## config.mk

```make
export PLATFORM = sky130hd
export DESIGN_NAME = mvu_seq_accumulator
export DESIGN_NICKNAME = d
export VERILOG_FILES = /design/src/rtl/mvu_seq_accumulator.sv
export SDC_FILE = /design/constraint.sdc
export NUM_CORES = 1
export LEC_CHECK = 0
export ABC_AREA = 1
export CORE_UTILIZATION = 54
export DETAILED_ROUTE_END_ITERATION = 10
export HOLD_SLACK_MARGIN = 0.03
export PLACE_DENSITY = 0.77
export SYNTH_ARGS = -nofsm -noshare
export SYNTH_HDL_FRONTEND = slang
export SYNTH_SLANG_ARGS = --single-unit
```

## constraint.sdc

```tcl
create_clock -name clk -period 11.15 [get_ports clk]
set_input_delay 2.23 -clock clk [delete_from_list [all_inputs] [get_ports clk]]
set_output_delay 2.23 -clock clk [all_outputs]
set_load 0.01 [all_outputs]
```

## src/rtl/mvu_seq_accumulator.sv

```systemverilog
// mvu_seq_accumulator: lane-wise signed accumulation over ilast-delimited sequences,
// one result word per sequence through a 2-entry FIFO with registered head.
module mvu_seq_accumulator #(
  parameter int PE = 4,
  parameter int IW = 16,
  parameter int AW = 32
) (
  input  logic             clk,
  input  logic             rst_n,
  input  logic [PE*IW-1:0] idat,
  input  logic             ilast,
  input  logic             ifin,
  input  logic             ivld,
  output logic             irdy,
  output logic [PE*AW-1:0] odat,
  output logic             olast,
  output logic             ovld,
  input  logic             ordy
);
  if (PE < 1 || IW < 1 || AW < IW) begin : g_bad
    $error("mvu_seq_accumulator: illegal parameters PE=%0d IW=%0d AW=%0d", PE, IW, AW);
  end
  logic [PE*AW-1:0] acc, sum, tail_dat;
  logic             tail_last, first, take, push, pop, to_head;
  logic [1:0]       cnt;
  assign irdy    = cnt != 2'd2;
  assign ovld    = cnt != 2'd0;
  assign take    = ivld && irdy;
  assign push    = take && ilast;
  assign pop     = ovld && ordy;
  // new entry lands in the head when the queue is empty or its only entry leaves now
  assign to_head = cnt == 2'd0 || (cnt == 2'd1 && pop);
  for (genvar i = 0; i < PE; i++) begin : g_lane
    assign sum[i*AW +: AW] = (first ? '0 : acc[i*AW +: AW]) + AW'($signed(idat[i*IW +: IW]));
  end
  always_ff @(posedge clk) begin
    if (!rst_n) begin
      first <= 1'b1;
      cnt   <= 2'd0;
    end else begin
      if (take) first <= ilast;
      cnt <= cnt + {1'b0, push} - {1'b0, pop};
    end
  end
  always_ff @(posedge clk) begin
    if (take) acc <= sum;
    if (push && to_head) {olast, odat} <= {ifin, sum};
    else if (pop) {olast, odat} <= {tail_last, tail_dat};
    if (push && !to_head) {tail_last, tail_dat} <= {ifin, sum};
  end
endmodule

```

# Yosys cells after proc, flatten, opt, wreduce, memory -nomap -nowiden
# Cells that the tools add are included.
word_totals:
  reg_bits: 389
  latchBits: 0
  mem_bits_rw: 0
  rom_bits: 0
  input_bits: 70
  out_inout_bits: 131
  wordCells: 34
  n_memories: 0
op_classes:
  n_addsub: 6
  mul: 0
  div_mod_pow: 0
  magnitude_cmp: 0
  n_eq_ne: 2
  shift: 0
  mux: 8
  bitwise: 0
  reduce_logical: 11
ops:
  columns: ["cell", "n"]
  rows:
  - ["128-bit 2-to-1 mux", 2]
  - ["32-bit adder", 4]
  - ["32-bit 2-to-1 mux", 4]
  - ["1-bit logical AND", 6]
  - ["2-bit nonzero test", 2]
  - ["2-bit by 1-bit adder with 2-bit output", 1]
  - ["2-bit by 1-bit == test with 1-bit output (second input constant)", 1]
  - ["2-bit logical NOT", 1]
  - ["1-bit 2-to-1 mux", 2]
  - ["2-bit inequality test (second input constant)", 1]
  - ["2-bit by 1-bit subtractor with 2-bit output", 1]
  - ["1-bit logical NOT", 1]
  - ["1-bit logical OR", 1]

# Depth between registers and ports, before layout
depth:
  ltp_word: 6
  ltp_mapped: 17
  ltp_nobuf: 15

# Worst setup path after synthesis
# Ideal clock, no wire load.
synth_timing:
  kind: "input to register"
  startpoint: "input ordy"
  endpoint: "register odat[0], enable pin"
  setup_time_ns: 0.796
  arrival_time_ns: 11.279
  required_ns: 10.354
  setup_slack_ns: -0.925
  stages: 2
  path_buffers: 0
  path_cell_list: "inv_1 > o21ai_0"
synth_between:
  elab_chain_len: 5
synth_rtl:
  columns: ["element", "line", "source"]
  rows:
  - ["from (decl)", "18", "input logic ordy"]
  - ["1-bit logical AND *", "30", "assign pop = ovld && ordy;"]
  - ["1-bit logical AND", "32", "assign to_head = cnt == 2'd0 || (cnt == 2'd1 && pop);"]
  - ["1-bit logical OR", "32", null]
  - ["1-bit logical AND", "47", "if (push && to_head) {olast, odat} <= {ifin, sum};"]
  - ["2-bit nonzero test (no source line) *", null, null]
  - ["to (signal assigned)", "47", null]
  - ["to (signal assigned)", "48", "else if (pop) {olast, odat} <= {tail_last, tail_dat};"]
  - ["to (decl)", "15", "output logic [PE*AW-1:0] odat,"]
# Every way passes the cells marked *; elsewhere a longest branch is shown, timed or not.
# A chain may end at the register's enable or synchronous reset.

# Worst setup path in the final report
layout_timing:
  startpoint: "input ivld"
  endpoint: "register odat[1], enable pin"
layout_between:
  elab_chain_len: 4
layout_rtl:
  columns: ["element", "line", "source"]
  rows:
  - ["from (decl)", "13", "input logic ivld,"]
  - ["1-bit logical AND", "28", "assign take = ivld && irdy;"]
  - ["net take", "24", "logic tail_last, first, take, push, pop, to_head;"]
  - ["1-bit logical AND", "29", "assign push = take && ilast;"]
  - ["1-bit logical AND", "47", null]
  - ["2-bit nonzero test (no source line)", null, null]
# The timed path passes the listed nets, and every way through them passes these cells.

==> qor.yml <==
outcome:
  status: "finished clean"
hold_path:
  worst_hold_startpoint: "tail_dat[121]$_DFFE_PP_"
  hold_depth: 2
  hold_end: "odat[121]$_DFFE_PP_"
  hold_path.class: "flop to flop"
timing:
  finalHoldViolCount: 0
  fin_crit_sh: 0.539
  relSlewSlack: 0.317
  finalSetupTns_ps: 0
  period_minus_slack_ps: 6010
  rsz0062_at_grt: "false"
  setup_viol: 0
  tightestPinTransition_ps: 1030
  skew_ps: 20.6
  slew_viol_final: 0
  final.setup.worst_slack_ps: 5140
  clock.fmax_mhz: 166
worst_setup_path:
  worstPathRequired_ps: 11340
  path_cells: "clkdlybuf4s50_1 > nand2_1 > inv_6 > nand2_2 > nor2_8 > inv_4 > o21ai_4 > buf_4"
  reg2reg_from: "cnt[0]$_SDFF_PN0_"
  rr_endpoint: "odat[1]$_DFFE_PP_"
  regToRegSetupSlack_ps: 6790
  cp-start-kind: "input pin"
  slowest_stage: "buf_4"
  reg2reg_depth: 9
  cp.arrival_ps: 6200
  cp_max_fo: 75
  crit_path_end_kind: "flop"
  critical_path_class: "input pin to flop"
  critPathMaxStageDelay_ps: 880
route:
  wl_per_cell_um: 15.7
  vias: 19500
  viasPerCell: 4.99
  drc: 0
  drt_first_pass_iters: 7
  dr.first_iter.drc_count: 1264
  ant_nets: 0
  finalWirelength_um: 61600
pwr:
  p_per_area_mw_per_mm2: 187
  vdd_drop_max_v: 0.000159
  p_leak_nw: 14.1
final_layout:
  antenna_cells: 0
  fin_util: 0.643
  fin_nets: 3501
  area_growth_syn_to_layout_pct: 16.3
  drive_above_1_share: 0.0219
clocking:
  cts_root_buffer: "clkbuf_16"
  clk_latency_ps: 580
  clock_sinks: 389
  clk_pin_slew_ps: 60
  clock_path_buffers: 3
  cts_tree: "yes"
  cts-resized-gates: 0
  htreeDepth: 2
  postCtsSetupBuffers: 0
  hold_buffers: 0
  cts_buffers: 41
logic_synthesis:
  async_flop_share: 0
  synth-seq-cells: 389
  syn_area_mm2: 0.0240
  synth_edf_count: 386
  ys_seq_area_frac: 0.485
  ys.warnings.count: 0
  avgSynthCellArea_um2: 7.77
  ys.flop_type: "edfxtp_1"
  synth_nets: 3291
  synthCells: 3091
  ys_types: 28
floorplanning:
  io_pins: 201
  die_y_um: 213
  die_area_mm2: 0.0453
  rows: 76
  initial_core_util: 0.552
  die_w_um: 213
  coreArea_mm2: 0.0435
global_routing:
  antenna_found_initial: 0
  overflow: 0
  grt_max_degree: 130
  grt_pass1_vias: 18900
  track_usage: 0.277
  grt_pass1_wl_um: 97800
job:
  cap_violations: 0
placement:
  gp_congestion: 0.935
  hpwlAfterDp_um: 45200
  pre_cts_ws_ps: 4550
  portBuffers: 200
[metal layers]
metal / GRT usage / up-vias / share of wire
met5: 0 / - / 0
met4: 0.101 / 0 / 0.036
met3: 0.0434 / 110 / 0.058
met2: 0.455 / 525 / 0.46
met1: 0.370 / 8918 / 0.45
li1: - / 9975 / -
[critical path, delay by kind of cell]
family | cells | cell delay (ps)
AOI/OAI and AO/OA | 1 | 430
and+or+nand+nor | 3 | 1000
buffers and inverters | 4 | 2340
[cells in the mapped netlist (2+ instances only)]
| master | n | area, µm² |
|---|---|---|
| nor3_1 | 16 | 80.1 |
| and2_1 | 63 | 394 |
| inv_2 | 3 | 11.3 |
| buf_6 | 11 | 124 |
| nand2_1 | 1248 | 4680 |
| xor2_1 | 60 | 526 |
| inv_1 | 589 | 2210 |
| a21oi_1 | 81 | 405 |
| o21ai_0 | 6 | 30.0 |
| o21bai_1 | 5 | 37.5 |
| fa_1 | 4 | 80.1 |
| buf_1 | 5 | 18.8 |
| nor2_1 | 282 | 1060 |
| ha_1 | 126 | 1580 |
| edfxtp_1 | 386 | 11600 |
| nand2_2 | 2 | 12.5 |
| buf_2 | 15 | 75.1 |
| nand3_1 | 141 | 706 |
| nand3b_1 | 22 | 165 |
| xnor2_1 | 5 | 43.8 |
| dfxtp_1 | 3 | 60.1 |
| a21o_1 | 4 | 30.0 |
| clkbuf_1 | 9 | 33.8 |
[state kept, by name, indices dropped and copies added, names as in the netlist]
register / cells
cnt: 2
tail_last: 1
tail_dat: 128
odat: 128
olast: 1
first: 1
acc: 128
[worst max path at each step]
stage | from | to | slack [ps]
2_1_floorplan | ivld | tail_dat[0]$_DFFE_PP_ | 1030
3_3_place_gp | ivld | odat[25]$_DFFE_PP_ | 4640
3_5_place_dp | ivld | odat[22]$_DFFE_PP_ | 4550
4_1_cts | ivld | olast$_DFFE_PP_ | 5190
5_1_grt | ivld | odat[126]$_DFFE_PP_ | 4920
6_report | ivld | odat[1]$_DFFE_PP_ | 5140
[stage by stage]
| stage | instances | hold slack (ps) | power [mW] | area [µm²] |
|---|---|---|---|---|
| 4_1_cts | 3917 | 505 | 5.26 | 27900 |
| 6_report | 3917 | 509 | 5.23 | 27900 |
| 3_5_place_dp | 3843 | 501 | 3.85 | 26600 |
| 2_1_floorplan | 3091 | 487 | 3.25 | 24000 |
| 3_3_place_gp | 3843 | 492 | 3.81 | 26600 |
| 5_1_grt | 3917 | 529 | 5.52 | 27900 |
[where the power goes]
part           internal [mW]  switching (mW)  total [mW]  leakage [nW]
Sequential              2.08           0.115        2.20          3.66
Clock                  0.808           0.585        1.39         0.651
Combinational          0.586            1.05        1.64          9.80
[cells in the final DEF, fill, tap and decap left out, types with 7 or more instances in the layout]
| cell | netlist | layout |
|---|---|---|
| xor2_1 | 60 | 60 |
| clkbuf_1 | 9 | 9 |
| edfxtp_1 | 386 | 386 |
| nand3_1 | 141 | 141 |
| nand2_1 | 1248 | 1248 |
| buf_4 | 1 | 7 |
| nand3b_1 | 22 | 22 |
| clkdlybuf4s50_1 | 0 | 200 |
| inv_1 | 589 | 589 |
| clkinv_1 | 0 | 10 |
| nor3_1 | 16 | 16 |
| ha_1 | 126 | 126 |
| clkbuf_16 | 0 | 42 |
| nor2_1 | 282 | 281 |
| and2_1 | 63 | 63 |
| a21oi_1 | 81 | 81 |
[cell families (layout without fill, tap and decap cells)]
| logic type | count (synthesis) | after routing | synth area share |
|---|---|---|---|
| buffers and inverters | 633 | 874 | 0.103 |
| AND/OR/NAND/NOR | 1776 | 1776 | 0.297 |
| XOR/XNOR | 65 | 65 | 0.0237 |
| AO/OA/AOI/OAI | 98 | 98 | 0.0216 |
| flip-flops | 389 | 389 | 0.485 |
| adder cells (fa/ha/maj) | 130 | 130 | 0.0690 |
[area by class of cell]
class                           count  area (µm²)
Fill cell                        3816       15500
Sequential cell                   389       11700
Multi-Input combinational cell   2069        9890
Inverter                          592        2230
Timing Repair Buffer              208        2070
Clock buffer                       51        1080
Tap cell                          585         732
Clock inverter                     23         256
(Power assumes the default switching activity.)
